===== src/rtl/alu_regfile_core_pkg.sv =====
// -----------------------------------------------------------------------------
// alu_regfile_core_pkg
// Shared constants for the execute/register core of the single-cycle CPU:
// datapath and register-file geometry, ALU operation codes, shift direction
// select and write-back source select.
// -----------------------------------------------------------------------------
package alu_regfile_core_pkg;

    // Datapath width and register-file geometry.
    localparam int DW   = 8;
    localparam int NREG = 8;
    localparam int AW   = $clog2(NREG);

    // ALU operation select (ALUOP).
    localparam logic [2:0] OP_FWD     = 3'b000;
    localparam logic [2:0] OP_ADD     = 3'b001;
    localparam logic [2:0] OP_AND     = 3'b010;
    localparam logic [2:0] OP_OR      = 3'b011;
    localparam logic [2:0] OP_MUL     = 3'b100;
    localparam logic [2:0] OP_ASR     = 3'b101;
    localparam logic [2:0] OP_ROR     = 3'b110;
    localparam logic [2:0] OP_SHL_SHR = 3'b111;

    // Direction for OP_SHL_SHR (SHIFT_CHOICE).
    localparam logic SHIFT_LEFT  = 1'b0;
    localparam logic SHIFT_RIGHT = 1'b1;

    // Write-back source (WB_SEL).
    localparam logic WB_ALU = 1'b0;
    localparam logic WB_MEM = 1'b1;

endpackage


===== src/rtl/alu_regfile_core_if.sv =====
// -----------------------------------------------------------------------------
// alu_regfile_core_if
// Bundles the control/data bus between the CPU control path and the
// execute/register core. There is no handshake on this bus: every signal is
// level-sensitive and sampled by the core on each rising CLK edge (writes) or
// used combinationally (reads, ALU).
//
// Signals (CPU -> core):
//   WRITEENABLE, WRITEREG   register write strobe and destination
//   READREG1, READREG2      source register addresses
//   OPERAND2                ALU operand B (already negated/immediate-selected)
//   ALUOP, SHIFT,           ALU operation, shift amount, shift direction
//   SHIFT_CHOICE
//   WB_SEL, MEMDATA         write-back source select and memory read data
// Signals (core -> CPU):
//   REGOUT1, REGOUT2        asynchronous register read data
//   ALURESULT, ZERO         ALU result (also memory address) and zero flag
//
// Modports: master = CPU control side, slave = the core.
// -----------------------------------------------------------------------------
interface alu_regfile_core_if;
    import alu_regfile_core_pkg::*;

    logic          WRITEENABLE;
    logic [AW-1:0] WRITEREG;
    logic [AW-1:0] READREG1;
    logic [AW-1:0] READREG2;
    logic [DW-1:0] OPERAND2;
    logic [2:0]    ALUOP;
    logic [3:0]    SHIFT;
    logic          SHIFT_CHOICE;
    logic          WB_SEL;
    logic [DW-1:0] MEMDATA;
    logic [DW-1:0] REGOUT1;
    logic [DW-1:0] REGOUT2;
    logic [DW-1:0] ALURESULT;
    logic          ZERO;

    modport master (
        output WRITEENABLE, WRITEREG, READREG1, READREG2, OPERAND2,
               ALUOP, SHIFT, SHIFT_CHOICE, WB_SEL, MEMDATA,
        input  REGOUT1, REGOUT2, ALURESULT, ZERO
    );

    modport slave (
        input  WRITEENABLE, WRITEREG, READREG1, READREG2, OPERAND2,
               ALUOP, SHIFT, SHIFT_CHOICE, WB_SEL, MEMDATA,
        output REGOUT1, REGOUT2, ALURESULT, ZERO
    );

endinterface


===== src/rtl/alu_regfile_core_alu_mult8.sv =====
// -----------------------------------------------------------------------------
// alu_mult8
// Combinational shift-and-add multiplier returning the low DW bits of a*b.
// Because only the low DW bits are kept, the result is identical for signed
// and unsigned interpretations of the operands.
//
// Ports:
//   a    in  DW  multiplicand
//   b    in  DW  multiplier
//   prod out DW  low DW bits of a*b
// -----------------------------------------------------------------------------
module alu_mult8
    import alu_regfile_core_pkg::*;
(
    input  logic [DW-1:0] a,
    input  logic [DW-1:0] b,
    output logic [DW-1:0] prod
);

    logic [DW-1:0] acc;

    // One partial product per multiplier bit; bits shifted past the top are
    // dropped, which is exactly the truncation we want.
    always_comb begin
        acc = '0;
        for (int i = 0; i < DW; i++) begin
            if (b[i]) begin
                acc = acc + (a << i);
            end
        end
    end

    assign prod = acc;

endmodule


===== src/rtl/alu_regfile_core.sv =====
// -----------------------------------------------------------------------------
// alu_regfile_core
// Execute/register core of the 8-bit single-cycle CPU: an NREG x DW register
// file (two asynchronous read ports, one synchronous write port), the ALU and
// the write-back mux. No pipelining: ALURESULT is valid in the same cycle the
// inputs settle, and a write lands on the next rising edge.
//
// Ports:
//   CLK    in   clock, all state changes on the rising edge
//   RESET  in   synchronous active-high reset, clears every register
//   bus    slave modport of alu_regfile_core_if (controls in, results out)
// -----------------------------------------------------------------------------
module alu_regfile_core
    import alu_regfile_core_pkg::*;
(
    input  logic               CLK,
    input  logic               RESET,
    alu_regfile_core_if.slave  bus
);

    logic [DW-1:0] regs [NREG];
    logic [DW-1:0] op_a;
    logic [DW-1:0] op_b;
    logic [DW-1:0] mul_res;
    logic [DW-1:0] asr_res;
    logic [DW-1:0] ror_res;
    logic [DW-1:0] shl_res;
    logic [DW-1:0] shr_res;
    logic [2*DW-1:0] ror_dbl;
    logic [2:0]    sh_small;
    logic          sh_big;
    logic [DW-1:0] alu_res;
    logic [DW-1:0] wb_data;

    // ------------------------------------------------------------------
    // Register file. Reset wins over a simultaneous write. Reads are
    // purely combinational with no bypass, so a register being written
    // shows its old value until the edge.
    // ------------------------------------------------------------------
    always_ff @(posedge CLK) begin
        if (RESET) begin
            for (int i = 0; i < NREG; i++) begin
                regs[i] <= '0;
            end
        end else if (bus.WRITEENABLE) begin
            regs[bus.WRITEREG] <= wb_data;
        end
    end

    assign bus.REGOUT1 = regs[bus.READREG1];
    assign bus.REGOUT2 = regs[bus.READREG2];

    // ------------------------------------------------------------------
    // ALU. Operand A is always read port 1; operand B comes pre-muxed
    // from the CPU.
    // ------------------------------------------------------------------
    assign op_a = bus.REGOUT1;
    assign op_b = bus.OPERAND2;

    alu_mult8 u_mult (
        .a    (op_a),
        .b    (op_b),
        .prod (mul_res)
    );

    // SHIFT[3] set means an amount of 8..15, which pushes every data bit out
    // for the shifts; rotate only uses the amount mod 8.
    assign sh_small = bus.SHIFT[2:0];
    assign sh_big   = bus.SHIFT[3];

    assign asr_res = sh_big ? {DW{op_a[DW-1]}}
                            : DW'($signed(op_a) >>> sh_small);
    // Rotate by shifting a doubled copy: the low half then holds the
    // wrapped-around bits.
    assign ror_dbl = {op_a, op_a} >> sh_small;
    assign ror_res = ror_dbl[DW-1:0];
    assign shl_res = sh_big ? '0 : (op_a << sh_small);
    assign shr_res = sh_big ? '0 : (op_a >> sh_small);

    always_comb begin
        alu_res = '0;
        case (bus.ALUOP)
            OP_FWD:     alu_res = op_b;
            OP_ADD:     alu_res = op_a + op_b;
            OP_AND:     alu_res = op_a & op_b;
            OP_OR:      alu_res = op_a | op_b;
            OP_MUL:     alu_res = mul_res;
            OP_ASR:     alu_res = asr_res;
            OP_ROR:     alu_res = ror_res;
            OP_SHL_SHR: alu_res = (bus.SHIFT_CHOICE == SHIFT_RIGHT) ? shr_res
                                                                     : shl_res;
            default:    alu_res = '0;
        endcase
    end

    assign bus.ALURESULT = alu_res;
    assign bus.ZERO      = (alu_res == '0);

    // ------------------------------------------------------------------
    // Write-back source.
    // ------------------------------------------------------------------
    assign wb_data = (bus.WB_SEL == WB_MEM) ? bus.MEMDATA : alu_res;

endmodule


===== src/flat_wrapper.sv =====
// flat-port wrapper written by rule: the top's interface ports become plain ports
module alu_regfile_core_flat import alu_regfile_core_pkg::*;
  (CLK, RESET, bus_WRITEENABLE, bus_WRITEREG, bus_READREG1, bus_READREG2, bus_OPERAND2, bus_ALUOP, bus_SHIFT, bus_SHIFT_CHOICE, bus_WB_SEL, bus_MEMDATA, bus_REGOUT1, bus_REGOUT2, bus_ALURESULT, bus_ZERO);
  alu_regfile_core_if bus_i ();
  input  logic CLK;
  input  logic RESET;
  input wire logic [$bits(bus_i.WRITEENABLE)-1:0] bus_WRITEENABLE;
  input wire logic [$bits(bus_i.WRITEREG)-1:0] bus_WRITEREG;
  input wire logic [$bits(bus_i.READREG1)-1:0] bus_READREG1;
  input wire logic [$bits(bus_i.READREG2)-1:0] bus_READREG2;
  input wire logic [$bits(bus_i.OPERAND2)-1:0] bus_OPERAND2;
  input wire logic [$bits(bus_i.ALUOP)-1:0] bus_ALUOP;
  input wire logic [$bits(bus_i.SHIFT)-1:0] bus_SHIFT;
  input wire logic [$bits(bus_i.SHIFT_CHOICE)-1:0] bus_SHIFT_CHOICE;
  input wire logic [$bits(bus_i.WB_SEL)-1:0] bus_WB_SEL;
  input wire logic [$bits(bus_i.MEMDATA)-1:0] bus_MEMDATA;
  output wire logic [$bits(bus_i.REGOUT1)-1:0] bus_REGOUT1;
  output wire logic [$bits(bus_i.REGOUT2)-1:0] bus_REGOUT2;
  output wire logic [$bits(bus_i.ALURESULT)-1:0] bus_ALURESULT;
  output wire logic [$bits(bus_i.ZERO)-1:0] bus_ZERO;
  assign bus_i.WRITEENABLE = bus_WRITEENABLE;
  assign bus_i.WRITEREG = bus_WRITEREG;
  assign bus_i.READREG1 = bus_READREG1;
  assign bus_i.READREG2 = bus_READREG2;
  assign bus_i.OPERAND2 = bus_OPERAND2;
  assign bus_i.ALUOP = bus_ALUOP;
  assign bus_i.SHIFT = bus_SHIFT;
  assign bus_i.SHIFT_CHOICE = bus_SHIFT_CHOICE;
  assign bus_i.WB_SEL = bus_WB_SEL;
  assign bus_i.MEMDATA = bus_MEMDATA;
  assign bus_REGOUT1 = bus_i.REGOUT1;
  assign bus_REGOUT2 = bus_i.REGOUT2;
  assign bus_ALURESULT = bus_i.ALURESULT;
  assign bus_ZERO = bus_i.ZERO;
  alu_regfile_core u_core (.CLK(CLK), .RESET(RESET), .bus(bus_i));
endmodule

===== config.mk =====
export PLATFORM = sky130hd
export DESIGN_NAME = alu_regfile_core_flat
export DESIGN_NICKNAME = d
export VERILOG_FILES = /design/src/rtl/alu_regfile_core_pkg.sv /design/src/rtl/alu_regfile_core_if.sv /design/src/rtl/alu_regfile_core_alu_mult8.sv /design/src/rtl/alu_regfile_core.sv /design/src/flat_wrapper.sv
export SDC_FILE = /design/constraint.sdc
export NUM_CORES = 1
export LEC_CHECK = 0
export CAP_MARGIN = 20
export CORE_ASPECT_RATIO = 0.9
export CORE_UTILIZATION = 40
export DETAILED_ROUTE_END_ITERATION = 12
export HOLD_SLACK_MARGIN = 0.06
export PLACE_DENSITY_LB_ADDON = 0.1
export SETUP_SLACK_MARGIN = 0.02
export SKIP_CTS_REPAIR_TIMING = 1
export SYNTH_ARGS = -nofsm -noshare
export SYNTH_HDL_FRONTEND = slang
export SYNTH_SLANG_ARGS = --single-unit

===== constraint.sdc =====
create_clock -name CLK -period 17.5 [get_ports CLK]
set_input_delay 3.5 -clock CLK [delete_from_list [all_inputs] [get_ports CLK]]
set_output_delay 3.5 -clock CLK [all_outputs]
set_load 0.02 [all_outputs]

==> impl_metrics.py <==
metrics = {
    "outcome": {
        "status": "finished, final reports clean",
    },
    "final_layout": {
        "fillers": 1541,
        "final_cell_area_um2": 7730,
        "reg_top3": "u_core.regs (64)",
        "syn2layout_area_growth_pct": 16.7,
        "multiInputGateArea_um2": 4380,
        "top_register": "u_core.regs",
        "largest_reg_flops": 64,
        "layout-drive-gt1-share_pct": 13.5,
        "seqCellArea_um2": 1920,
        "fin_nets": 821,
        "n_antenna_cell": 0,
        "fin_util_pct": 47.8,
    },
    "timing": {
        "drv_slew": 0,
        "worst_pin_slew_ns": 1.02,
        "fmax_mhz": 60.1,
        "final-hold-violation-count": 0,
        "setup_slack_ns": 0.860,
        "skew_ns": 0.00855,
        "finalSetupTns_ns": 0,
        "post-route-min-period_ns": 16.64,
        "rsz0062_at_grt": "no",
        "setup_viol": 0,
        "maxSlewHeadroom_pct": 31.9,
        "fin_crit_sh_pct": 95.1,
    },
    "route": {
        "antenna_left": 0,
        "drt_pass1_iterations": 5,
        "avgViaCountPerCell": 6.30,
        "post_drt_wl_per_cell_um": 23.4,
        "num_vias": 6031,
        "first_iter_violations": 615,
        "drc": 0,
        "wl_mm": 22.4,
    },
    "worst_hold_path": {
        "hold_path_depth": 8,
        "hp-class": "flip-flop to flip-flop",
    },
    "worst_setup_path": {
        "r2r_setup_slack_ns": 8.33,
        "cp_common_cell": "xnor2_1",
        "r2r_cells": 36,
        "worstSetupStartpointType": "input port",
        "critPathMaxStageDelay_ns": 0.66,
        "crit_slowest_cell": "clkdlybuf4s50_1",
        "endpoint_kind": "primary output",
        "path_max_fanout": 20,
        "critPathKind": "input port to primary output",
        "required_ns": 14.00,
        "crit_arrival_ns": 13.14,
    },
    "global_routing": {
        "grt_overflow_total": 0,
        "antenna_found_initial": 0,
        "grt_pass1_wl_mm": 34.2,
        "track_usage_pct": 27.3,
        "grt_pass1_vias": 5793,
        "grt_max_degree": 26,
    },
    "pwr": {
        "p_leak_nw": 2.93,
        "power_mw": 0.659,
        "ir_worst_vdd_v": 0.0000479,
        "power_density_nw_per_um2": 85.3,
    },
    "synthesis": {
        "synth-seq-cells": 64,
        "synthCells": 703,
        "yosysWarnings": 0,
        "syn-num-nets": 779,
        "async_reset_ff_share_pct": 0,
        "synth_edf_count": 64,
        "synth.avg_cell_area_um2": 9.42,
        "syn_area_um2": 6620,
        "yosysSeqAreaShare_pct": 29.0,
        "ys.flop_type": "edfxtp_1",
        "ys_types": 78,
    },
    "placement": {
        "placed_area_um2": 7380,
        "hpwlAfterDp_mm": 16.5,
        "place_ws_ns": 0.385,
        "place.port_buffers": 61,
        "place_congestion": 0.956,
    },
    "clocking": {
        "clock-sinks": 64,
        "clock_tree.buffer_depth": 2,
        "cts_tree": "built",
        "cts_root_buf": "clkbuf_16",
        "cts_buffers": 9,
        "htreeDepth": 3,
        "cts.clk_slew.worst_paths_ns": 0.06,
        "clock_latency_ns": 0.33,
    },
    "flow_run": {
        "cap_violations": 0,
    },
    "floorplan": {
        "start_util_pct": 40.9,
        "core-area_um2": 16200,
        "io_pins": 62,
        "die_area_um2": 17100,
        "row_count": 44,
        "fp.dieH_um": 124,
        "fp.dieW_um": 138,
    },
}
-- layout by cell type (no fill, tap or decap), drive strengths merged, types with 20 or more instances in the layout --
master,synthesis,routed
mux2i,25,25
mux4,39,39
inv,35,36
o21ai,27,27
xnor2,20,20
ha,36,36
clkdlybuf4s50,0,60
nand2,62,62
edfxtp,64,64
a21oi,36,36
nor2,113,113
-- power breakdown --
| group | leakage [nW] | switching (mW) | total (mW) | internal (mW) |
|---|---|---|---|---|
| clock network | 0.146 | 0.0682 | 0.193 | 0.125 |
| registers | 0.663 | 0.00363 | 0.180 | 0.176 |
| logic | 2.12 | 0.166 | 0.287 | 0.121 |
-- worst max-delay path, delay by kind of cell --
kind | cells | cell delay [ns]
AOI/OAI and AO/OA | 9 | 1.94
xor gates and xnor gates | 8 | 1.64
adders and majority gates | 6 | 2.07
buffers and inverters | 7 | 2.05
muxes | 2 | 0.74
and+or+nand+nor | 7 | 1.19
-- Yosys cell counts (3+ instances only) --
master | n | area [um^2]
xnor2_1 | 20 | 175
a31o_2 | 4 | 35.0
and2_1 | 3 | 18.8
nand2b_1 | 13 | 81.3
clkinv_1 | 3 | 11.3
mux2i_4 | 5 | 113
a22oi_1 | 3 | 22.5
o31ai_1 | 5 | 37.5
nor2b_1 | 12 | 75.1
mux4_2 | 39 | 878
o21a_1 | 7 | 52.6
clkbuf_1 | 30 | 113
a211oi_1 | 8 | 60.1
a31oi_1 | 13 | 81.3
nand4b_1 | 3 | 26.3
o21ai_0 | 27 | 135
nand2_1 | 61 | 229
inv_1 | 30 | 113
or3_1 | 6 | 37.5
o211a_1 | 3 | 30.0
xor2_1 | 5 | 43.8
nor4_1 | 3 | 18.8
o311a_1 | 4 | 40.0
o211ai_1 | 5 | 37.5
a2bb2oi_1 | 3 | 26.3
a41oi_1 | 3 | 26.3
a21oi_1 | 36 | 180
nor3_1 | 16 | 80.1
and3_1 | 3 | 18.8
nor2_1 | 113 | 424
nor3b_1 | 3 | 22.5
nand3_1 | 9 | 45.0
mux2i_1 | 18 | 180
buf_2 | 5 | 25.0
ha_1 | 36 | 450
inv_2 | 5 | 18.8
a2111oi_0 | 3 | 26.3
edfxtp_1 | 64 | 1920
a21o_1 | 8 | 60.1
fa_1 | 3 | 60.1
o22ai_1 | 6 | 37.5
mux2_2 | 9 | 101
-- kinds of logic (layout without fill, tap and decap cells) --
group | Yosys count | count (layout) | synth area share, %
xor gates and xnor gates | 26 | 26 | 3.65
adders and majority gates | 39 | 39 | 7.71
buffers and inverters | 80 | 127 | 5.12
muxes | 74 | 74 | 19.8
AOI/OAI and AO/OA | 166 | 166 | 17.5
and+or+nand+nor | 254 | 254 | 17.2
DFF | 64 | 64 | 29.0
-- cell type report --
cell class                      instances  share of cell area (%)
Clock buffer                            9                    2.91
Clock inverter                          7                    1.23
Inverter                               39                    1.91
Multi-Input combinational cell        559                    56.7
Sequential cell                        64                    24.9
Tap cell                              207                    3.35
Timing Repair Buffer                   72                    9.05
-- through the flow --
step / instances / hold WS, ns
after floorplan: 703 / 1.40
after global placement: 940 / 1.75
after detailed placement: 940 / 1.77
after CTS: 956 / 1.79
after global routing: 957 / 1.89
final: 957 / 1.79
-- metal layers --
metal  global-route usage (%)  wire length [um]  up-vias
met1                     38.5              9990     2961
li1                         -                 -     2730
met2                     43.0             10300      304
met4                     9.20               625        0
met3                     3.46              1520       36
met5                        0                 0        -
-- worst paths after layout --
path	start	to
hold reg to reg	u_core.regs[6][3]$_SDFFCE_PN0P_	u_core.regs[5][7]$_SDFFCE_PN0P_
hold / removal	u_core.regs[6][3]$_SDFFCE_PN0P_	u_core.regs[5][7]$_SDFFCE_PN0P_
setup reg to reg	u_core.regs[7][3]$_SDFFCE_PN0P_	u_core.regs[3][7]$_SDFFCE_PN0P_
setup / recovery	bus_READREG1[0]	bus_ZERO
Power figures use the tool's default switching activity.
